File: src/rtl/wb_pkg.sv
// Shared types and defaults for the writeback stage.
package wb_pkg;

   localparam int unsigned DW_DEF   = 32;
   localparam int unsigned AW_DEF   = 5;
   localparam int unsigned ZERO_REG = 0;

   typedef struct packed {
      logic [AW_DEF-1:0] dst;
      logic [DW_DEF-1:0] data;
   } wb_entry_t;

endpackage

File: src/rtl/wb_fifo.sv
// In-order result buffer; exposes every slot plus the head index so the
// lookup CAM can walk entries oldest to youngest.
module wb_fifo
   import wb_pkg::*;
#(
   parameter int unsigned DEPTH = 4,
   parameter int unsigned DW    = DW_DEF,
   parameter int unsigned AW    = AW_DEF,
   localparam int unsigned PW   = $clog2(DEPTH)
) (
   input  logic          clk,
   input  logic          rst_n,
   input  logic          push,
   input  logic [AW-1:0] push_dst,
   input  logic [DW-1:0] push_data,
   input  logic          pop,
   output logic          full,
   output logic          empty,
   output logic [PW-1:0] head_idx,
   output logic          ent_valid [DEPTH],
   output logic [AW-1:0] ent_dst   [DEPTH],
   output logic [DW-1:0] ent_data  [DEPTH]
);

   logic [PW-1:0] wr_ptr;
   logic [PW-1:0] rd_ptr;
   logic [PW:0]   count;

   assign empty    = (count == '0);
   assign full     = (count == (PW+1)'(DEPTH));
   assign head_idx = rd_ptr;

   // Caller guarantees no push when full and no pop when empty, so the
   // write and read slots never coincide within one edge.
   always_ff @(posedge clk or negedge rst_n) begin
      if (!rst_n) begin
         wr_ptr <= '0;
         rd_ptr <= '0;
         count  <= '0;
         for (int i = 0; i < int'(DEPTH); i++) begin
            ent_valid[i] <= 1'b0;
            ent_dst[i]   <= '0;
            ent_data[i]  <= '0;
         end
      end else begin
         if (push) begin
            ent_valid[wr_ptr] <= 1'b1;
            ent_dst[wr_ptr]   <= push_dst;
            ent_data[wr_ptr]  <= push_data;
            wr_ptr            <= wr_ptr + PW'(1);
         end
         if (pop) begin
            ent_valid[rd_ptr] <= 1'b0;
            rd_ptr            <= rd_ptr + PW'(1);
         end
         if (push && !pop)
            count <= count + (PW+1)'(1);
         else if (pop && !push)
            count <= count - (PW+1)'(1);
      end
   end

endmodule

File: src/rtl/wbstage.sv
// Writeback stage: arbitrates ALU/memory results into an in-order buffer,
// drains one per cycle to the register file, and serves pending/forward lookups.
module wbstage
   import wb_pkg::*;
#(
   parameter int unsigned DEPTH = 4,
   parameter int unsigned DW    = DW_DEF,
   parameter int unsigned AW    = AW_DEF
) (
   input  logic          Clk,
   input  logic          Rst_n,
   input  logic          Alu_Valid,
   input  logic [AW-1:0] Alu_Dst,
   input  logic [DW-1:0] Alu_Data,
   output logic          Alu_Ready,
   input  logic          Mem_Valid,
   input  logic [AW-1:0] Mem_Dst,
   input  logic [DW-1:0] Mem_Data,
   output logic          Mem_Ready,
   input  logic          WB_Hold,
   output logic          RF_WrEn,
   output logic [AW-1:0] RF_Awr,
   output logic [DW-1:0] RF_Din,
   input  logic [AW-1:0] Qa,
   input  logic [AW-1:0] Qb,
   output logic          Pend_A,
   output logic          Pend_B,
   output logic [DW-1:0] Fwd_A,
   output logic [DW-1:0] Fwd_B
);

   localparam int unsigned PW = $clog2(DEPTH);

   logic          full;
   logic          empty;
   logic          push;
   logic          pop;
   logic          take;
   logic [AW-1:0] push_dst;
   logic [DW-1:0] push_data;
   logic [PW-1:0] head_idx;
   logic          ent_valid [DEPTH];
   logic [AW-1:0] ent_dst   [DEPTH];
   logic [DW-1:0] ent_data  [DEPTH];

   // Memory wins arbitration; readies are forced low while in reset.
   assign Mem_Ready = Rst_n && !full;
   assign Alu_Ready = Rst_n && !full && !Mem_Valid;

   assign take      = (Mem_Valid && Mem_Ready) || (Alu_Valid && Alu_Ready);
   assign push_dst  = Mem_Valid ? Mem_Dst  : Alu_Dst;
   assign push_data = Mem_Valid ? Mem_Data : Alu_Data;
   // Register 0 results complete the handshake but are dropped here.
   assign push      = take && (push_dst != AW'(ZERO_REG));

   assign RF_WrEn = !empty && !WB_Hold;
   assign pop     = RF_WrEn;
   assign RF_Awr  = empty ? '0 : ent_dst[head_idx];
   assign RF_Din  = empty ? '0 : ent_data[head_idx];

   wb_fifo #(
      .DEPTH (DEPTH),
      .DW    (DW),
      .AW    (AW)
   ) u_fifo (
      .clk       (Clk),
      .rst_n     (Rst_n),
      .push      (push),
      .push_dst  (push_dst),
      .push_data (push_data),
      .pop       (pop),
      .full      (full),
      .empty     (empty),
      .head_idx  (head_idx),
      .ent_valid (ent_valid),
      .ent_dst   (ent_dst),
      .ent_data  (ent_data)
   );

   // Walk oldest to youngest so the last hit is the youngest match.
   always_comb begin
      logic [PW-1:0] idx;
      Pend_A = 1'b0;
      Pend_B = 1'b0;
      Fwd_A  = '0;
      Fwd_B  = '0;
      idx    = '0;
      for (int k = 0; k < int'(DEPTH); k++) begin
         idx = head_idx + PW'(k);
         if (ent_valid[idx] && (Qa != AW'(ZERO_REG)) && (ent_dst[idx] == Qa)) begin
            Pend_A = 1'b1;
            Fwd_A  = ent_data[idx];
         end
         if (ent_valid[idx] && (Qb != AW'(ZERO_REG)) && (ent_dst[idx] == Qb)) begin
            Pend_B = 1'b1;
            Fwd_B  = ent_data[idx];
         end
      end
   end

endmodule

File: config.mk
export PLATFORM = sky130hd
export DESIGN_NAME = wbstage
export DESIGN_NICKNAME = d
export VERILOG_FILES = /design/src/rtl/wb_pkg.sv /design/src/rtl/wb_fifo.sv /design/src/rtl/wbstage.sv
export SDC_FILE = /design/constraint.sdc
export NUM_CORES = 1
export LEC_CHECK = 0
export BUFFER_PORTS_ARGS = -buffer_cell sky130_fd_sc_hd__buf_2
export CAP_MARGIN = 20
export CORE_UTILIZATION = 55
export DETAILED_ROUTE_END_ITERATION = 10
export PLACE_DENSITY = 0.77
export SETUP_SLACK_MARGIN = 0.2
export SYNTH_ARGS = -nofsm -noshare
export SYNTH_HDL_FRONTEND = slang
export SYNTH_HIERARCHICAL = 1
export SYNTH_SLANG_ARGS = --single-unit
export TNS_END_PERCENT = 20
File: constraint.sdc
create_clock -name Clk -period 5.75 [get_ports Clk]
set_clock_uncertainty 0.2 [all_clocks]
set_input_delay 0 -clock Clk [delete_from_list [all_inputs] [get_ports Clk]]
set_output_delay 0 -clock Clk [all_outputs]
set_load 0.01 [all_outputs]
# Yosys cells after proc, flatten, opt, wreduce, memory -nomap -nowiden
# Cells that the tools add are included.
word_totals:
  out_inout_bits: 106
  reg_bits: 159
op_classes:
  eq_ne: 9
  n_bitwise: 8
  addsub: 6
  n_reduce_logical: 38
  mux: 70
  n_lt_le_gt_ge: 7
op_table:
  columns: ["operator", "n"]
  rows:
  - ["2-to-1 mux 32 bit", 19]
  - ["binary-select mux 32 bit (select 2 bit)", 4]
  - ["bitwise mux 128 bit", 1]
  - ["demux 32 bit (select 2 bit)", 1]
  - ["2-to-1 mux 5 bit", 11]
  - ["binary-select mux 5 bit (select 2 bit)", 4]
  - ["equality test 5 bit", 8]
  - ["logical AND 1 bit", 26]
  - ["bitwise mux 20 bit", 1]
  - ["2-to-1 mux 1 bit", 18]
  - ["greater-or-equal comparator 3 bit (second input constant)", 5]
  - ["inverter 2 -> 3 bit", 5]
  - ["nonzero test 5 bit", 3]
  - ["demux 5 bit (select 2 bit)", 1]
  - ["binary-select mux 1 bit (select 2 bit)", 4]
  - ["2-to-1 mux 4 bit", 2]
  - ["zero test 1 bit", 6]
  - ["less-than comparator 3 x 1 -> 1 bit (second input constant)", 2]
  - ["2-to-1 mux 3 bit", 2]
  - ["adder 2 x 1 -> 2 bit (second input constant)", 2]
  - ["adder 2 bit (second input constant)", 2]
  - ["AND 4 bit", 1]
  - ["demux 1 bit (select 2 bit)", 2]
  - ["inverter 4 bit", 1]
  - ["other kinds (7)", 7]

# Longest topological paths before layout
logic_depth:
  word_depth: 11
  mapped_depth: 11

# Cells and area by module
# Netlist, hierarchy kept.
modules_own_cells:
  columns: ["mod", "area_per_inst_um2", "cells_each", "n_inst", "seq_area_each_um2"]
  rows:
  - ["wbstage", 7382.1, 1045, 1, 0.0]
  - ["wb_fifo", 6543.8, 362, 1, 3978.8]

# Least setup slack after synthesis
# OpenSTA, ideal clock, no wires.
synth_timing:
  path_type: "reg2out"
  from: "register u_fifo.rd_ptr[0], in the netlist u_fifo/head_idx[0]"
  to: "output port Fwd_B[0]"
  path_stages_with_launch: 10
  t_arrival_ps: 2712
  t_required_ps: 5550
  path_slack_ps: 2838
  path_buffers: 3
  path_cell_list: "dfrtp_1 -> buf_6 -> mux4_2 -> xnor2_1 -> and3_1 -> buf_2 -> a211o_4 -> buf_6 -> o221a_1 -> o31ai_1"
synth_between:
  elab_chain_cells: 10
  elab_cells_between_ends: 59
synth_lines:
  columns: ["item", "line_no", "rtl"]
  rows:
  - ["start, declared", "wb_fifo.sv:26", "logic [PW-1:0] rd_ptr;"]
  - ["start signal, assigned", "wb_fifo.sv:54", "rd_ptr <= rd_ptr + PW'(1);"]
  - ["adder 2 x 1 -> 2 bit or inverter 2 -> 3 bit (tied branches)", "wbstage.sv:89, wbstage.sv:94, wbstage.sv:96", null]
  - ["inverter 2 -> 3 bit (not written as such), or another cell as far along", "wbstage.sv:94, wbstage.sv:96", null]
  - ["binary-select mux 5 bit (select 2 bit), or another cell as far along", "wbstage.sv:94", "if (ent_valid[idx] && (Qb != AW'(ZERO_REG)) && (ent_dst[idx] == Qb)) begin"]
  - ["2-to-1 mux 5 bit (not written as such) or 2-to-1 mux 1 bit (tied branches)", "wbstage.sv:94", null]
  - ["2-to-1 mux 5 bit (not written as such), or another cell as far along", "wbstage.sv:94", null]
  - ["equality test 5 bit or logical AND 1 bit (tied branches)", "wbstage.sv:94", null]
  - ["logical AND 1 bit or 2-to-1 mux 32 bit (tied branches)", "wbstage.sv:94", null]
  - ["2-to-1 mux 32 bit (2 in a row)", "wbstage.sv:94", null]
  - ["2-to-1 mux 32 bit *", "wbstage.sv:94", null]
  - ["end, declared", "wbstage.sv:29", "output logic [DW-1:0] Fwd_B"]
# Mark *: on every way between the ends. The rest lies on a longest branch, timed or not. The select of a mux whose other input is x is not followed.

# Worst setup path in the final report
layout_timing:
  from: "register u_fifo.rd_ptr[0], in the netlist u_fifo/head_idx[0]"
  to: "output port Fwd_B[31]"
# The elaborated chain is that of the path after synthesis.

==> run summary <==
================================================================================
Status ............................................................ finished, final reports clean
Number of H-tree branching levels .................................            4
1st-iter DRT viols ................................................         1429
Sink count of the clock tree ......................................          159
Average vias per placed instance ..................................         6.57
Number of placement rows ..........................................           57
Final total negative setup slack ..................................         0 ns
Number of remaining DRC errors ....................................            0
Overall power of the completed layout .............................     10400 uW
Maximum number of pins on one net before global-route repair ......          127
Leakage power total ...............................................   0.00708 uW
Largest stage delay on the critical path ..........................      0.97 ns
Library cells used by synthesis ...................................           58
Final hold violation count ........................................            0
Crit path from .................................................... u_fifo/head_idx[0]
Ys async rst share ................................................         1.00
Highest clock rate ................................................      214 MHz
Share of the synthesized netlist area taken by xor and xnor gates .       0.0288
Net Sw Power ......................................................      4970 uW
Wire length on met3 ...............................................      3.93 mm
Unrepaired setup endpoints after global routing ...................        false
Setup crit start kind .............................................    flip-flop
Skew-Pair Late Insertion Delay ....................................      0.43 ns
Share of synthesized cell area in and, or, nand and nor gates .....        0.147
Critical path required time .......................................      5.55 ns
Total gr overflow .................................................            0
Synthesized-area fraction occupied by adder cells .................      0.00952
Element type at the critical path end .............................  output port
Port buffer count .................................................          194
Number of setup violations in the final report ....................            0
Global-route wire length before repair ............................      65.9 mm
Global-route usage over all layers ................................        0.320
Largest voltage drop on the vdd net ...............................       547 uV
HPWL after detailed placement .....................................      25.4 mm
Post-synthesis cell area ..........................................  13900 sq um
Final period util .................................................        0.811
Vertical die dimension ............................................       161 um
Min cycle time layout .............................................      4.66 ns
Via count .........................................................        12600
Routed length on met2 .............................................      19.2 mm
Path type of the worst setup path .................................   reg -> out
Top Layer Used ....................................................         met4
Routed wire per std cell ..........................................      21.6 um
Slew margin rel. ..................................................        0.283
Count of maximum capacitance violations ...........................            0
Final antenna-violating net count .................................            0
Cell count after synthesis ........................................         1407
Average size of a mapped cell .....................................   9.90 sq um
Combinational group share of total power ..........................        0.653
Max Transition Viols Final ........................................            0
Main combinational cell family by area after synthesis ............ multiplexers
Critical Path Most Common Cell .................................... sky130_fd_sc_hd__buf_4
Destination of the worst register-to-register timing path ......... u_fifo/ent_data[14]
Reg2reg path depth ................................................            7
#FFs+latches synth ................................................          159
Detailed-route wire length on metal 1 .............................      16.7 mm
Most frequently used flop master after synthesis .................. sky130_fd_sc_hd__dfrtp_1
Start of the worst register-to-register path ...................... u_fifo/count[2]
Starting Density ..................................................        0.566
Type of the most critical hold path ...............................    in -> reg
Final RePlAce weighted congestion .................................        0.902
Arrival time of the worst setup path ..............................      4.46 ns
Die span in x .....................................................       161 um
Reg2Reg Setup Slack ...............................................      2.45 ns
Hold wc startpoint ................................................    Alu_Valid
Sequential cell fraction of total power ...........................        0.231
Syn_nets ..........................................................         1506
Number of synthesized flops with an enable pin ....................            0
Synth Warn # ......................................................            6
Antenna diode instance count ......................................            0
Core box area .....................................................  24600 sq um
Crit path max-delay cell type ..................................... sky130_fd_sc_hd__dfrtp_4
Post-synthesis compound-gate area fraction ........................        0.158
Area enclosed by the die boundary .................................  26000 sq um
Worst-case clock buffer depth .....................................            2
Root cell of the clock tree ....................................... sky130_fd_sc_hd__clkbuf_16
Number of global-route vias before repair .........................        12400
Layout Nets .......................................................         1678
PwrDens ...........................................................  642 nW/um^2
Number of iterations in the first detailed-routing pass ...........            9
Net Sw Frac .......................................................        0.480
Clock buffers created by TritonCTS ................................           17
Area delta synth->final ...........................................        15.9%
Sequential element share of the synthesized area ..................        0.286
Part of the power in the clock network ............................        0.115
Worst-path clk slew ...............................................      0.06 ns
Cell internal pwr .................................................      5390 uW
Clock tree from TritonCTS .........................................          yes
Critical path peak fanout .........................................           61
Number of antenna violations at the first check in global routing .            0
I/O pin count .....................................................          195
Fraction of synthesized area in multiplexers ......................        0.307
Timing endpoint of the critical path ..............................    Fwd_B[31]
Slew of the pin with the lowest slew margin .......................      1.08 ns
Cells along the critical path ..................................... buf_4 > clkinv_2 > mux2_2 > xnor2_1 > nand4b_1 > buf_4 > nand2b_1 > a31oi_1 > buf_2
Fraction of layout cells with a size suffix above 1 ...............        0.365
Routed wire length ................................................      41.4 mm
================================================================================
## final cells by class
type	instances	area [sq um]
Sequential cell	159	3990
Clock inverter	9	131
Tap cell	324	405
Multi-Input combinational cell	1092	9100
Fill cell	1973	8460
Clock buffer	22	464
Timing Repair Buffer	294	1990
Inverter	15	57.6
## worst min-delay path by stage
stage / cells after the start / end / slack [ns]
4_1_cts: 5 / u_fifo/wr_ptr[1] / 0.07
3_5_place_dp: 1 / u_fifo/ent_data[89] / -0.23
6_report: 5 / u_fifo/wr_ptr[1] / 0.09
3_3_place_gp: 1 / u_fifo/ent_data[89] / -0.23
2_1_floorplan: 0 / u_fifo/count[0] / -0.50
5_1_grt: 4 / u_fifo/wr_ptr[0] / 0.16
## sequential cells by signal (all words and copies together), names as in the netlist
register / count
u_fifo/count: 3
u_fifo/ent_data: 128
u_fifo/wr_ptr: 2
u_fifo/ent_valid: 4
u_fifo/head_idx: 2
u_fifo/ent_dst: 20
## stage by stage
| stage | instance area (sq um) | instances | worst slack [ns] | utilization | hold WS, ns |
|---|---|---|---|---|---|
| 2_1_floorplan | 13900 | 1407 | 2.84 | - | -0.496 |
| 3_3_place_gp | 14700 | 1804 | 1.66 | 0.598 | -0.232 |
| 3_5_place_dp | 14700 | 1804 | 1.59 | 0.598 | -0.233 |
| 4_1_cts | 16100 | 1913 | 1.14 | 0.654 | 0.0737 |
| 5_1_grt | 16100 | 1915 | 0.849 | 0.656 | 0.161 |
| 6_report | 16100 | 1915 | 1.09 | 0.656 | 0.0903 |
## layout by cell type, fill, tap and decap left out, types with 4 or more instances in the layout
cell type and instances:
sky130_fd_sc_hd__o21ai_0 60, sky130_fd_sc_hd__o221ai_2 9, sky130_fd_sc_hd__o221a_2 21, sky130_fd_sc_hd__and2_1 29
sky130_fd_sc_hd__a31oi_1 60, sky130_fd_sc_hd__mux2i_1 67, sky130_fd_sc_hd__mux2_4 90, sky130_fd_sc_hd__buf_4 18
sky130_fd_sc_hd__inv_1 13, sky130_fd_sc_hd__a211oi_1 5, sky130_fd_sc_hd__nor2b_1 35, sky130_fd_sc_hd__a21oi_1 67
sky130_fd_sc_hd__o221ai_1 21, sky130_fd_sc_hd__nor4_1 34, sky130_fd_sc_hd__xnor2_1 23, sky130_fd_sc_hd__nand2_1 125
sky130_fd_sc_hd__o221a_1 10, sky130_fd_sc_hd__clkinv_2 4, sky130_fd_sc_hd__mux2_2 130, sky130_fd_sc_hd__buf_2 193
sky130_fd_sc_hd__nand4_1 6, sky130_fd_sc_hd__nor2_1 102, sky130_fd_sc_hd__o31ai_2 27, sky130_fd_sc_hd__nor3_1 63
sky130_fd_sc_hd__dlygate4sd3_1 77, sky130_fd_sc_hd__clkbuf_16 17, sky130_fd_sc_hd__buf_12 4, sky130_fd_sc_hd__dfrtp_1 157
sky130_fd_sc_hd__xor2_1 21, sky130_fd_sc_hd__ha_1 9, sky130_fd_sc_hd__mux4_2 33, sky130_fd_sc_hd__o31ai_1 4
## logic make-up (layout without fill, tap and decap cells)
group / after synthesis / after routing
buffers and inverters: 156 / 340
AND/OR/NAND/NOR: 418 / 418
XOR/XNOR: 45 / 45
flip-flops: 159 / 159
AO/OA/AOI/OAI: 297 / 297
adder cells (fa/ha/maj): 10 / 10
multiplexers: 322 / 322
## what timing repair did
| action | CTS | global route |
|---|---|---|
| buffers inserted | 0 | 0 |
| hold buffers | 78 | 0 |
| hold endpoints to repair | 204 | 0 |
| gates resized for setup | 0 | 0 |
## synth_stat cells, types with 23 or more instances
| cell | n | area share |
|---|---|---|
| sky130_fd_sc_hd__a21oi_1 | 68 | 0.024 |
| sky130_fd_sc_hd__clkbuf_1 | 74 | 0.020 |
| sky130_fd_sc_hd__and2_1 | 29 | 0.013 |
| sky130_fd_sc_hd__buf_2 | 29 | 0.010 |
| sky130_fd_sc_hd__nor2_1 | 102 | 0.027 |
| sky130_fd_sc_hd__nor2b_1 | 35 | 0.016 |
| sky130_fd_sc_hd__dfrtp_1 | 159 | 0.29 |
| sky130_fd_sc_hd__o31ai_2 | 27 | 0.024 |
| sky130_fd_sc_hd__nand2_1 | 125 | 0.034 |
| sky130_fd_sc_hd__o21ai_0 | 60 | 0.022 |
| sky130_fd_sc_hd__mux2_2 | 130 | 0.11 |
| sky130_fd_sc_hd__mux2i_1 | 67 | 0.048 |
| sky130_fd_sc_hd__xnor2_1 | 23 | 0.014 |
| sky130_fd_sc_hd__mux2_4 | 90 | 0.097 |
| sky130_fd_sc_hd__a31oi_1 | 61 | 0.027 |
| sky130_fd_sc_hd__nor4_1 | 34 | 0.015 |
| sky130_fd_sc_hd__nor3_1 | 65 | 0.023 |
| sky130_fd_sc_hd__mux4_2 | 33 | 0.053 |
## critical path: cells and delay by family (launching register included)
kind | cells | cell delay, ns
AO/OA/AOI/OAI | 1 | 0.29
flip-flops | 1 | 0.97
buffers and inverters | 4 | 1.34
multiplexers | 1 | 0.33
XOR/XNOR | 1 | 0.13
AND/OR/NAND/NOR | 2 | 0.91
## power groups by stage
| stage | Clock, uW | Combinational (uW) | Sequential (uW) |
|---|---|---|---|
| 2_1_floorplan | 0 | 5180 | 2050 |
| 3_3_place_gp | 0 | 6370 | 2340 |
| 3_5_place_dp | 0 | 6500 | 2390 |
| 4_1_cts | 1200 | 6610 | 2380 |
| 5_1_grt | 1250 | 7220 | 2500 |
| 6_report | 1190 | 6770 | 2400 |
## routing by layer
layer	global-route usage	vias to the layer above
li1	-	5573
met1	0.419	6105
met2	0.510	761
met3	0.0722	145
met4	0.137	0
met5	0	-
Note: power is estimated with default switching activity, not from simulation.
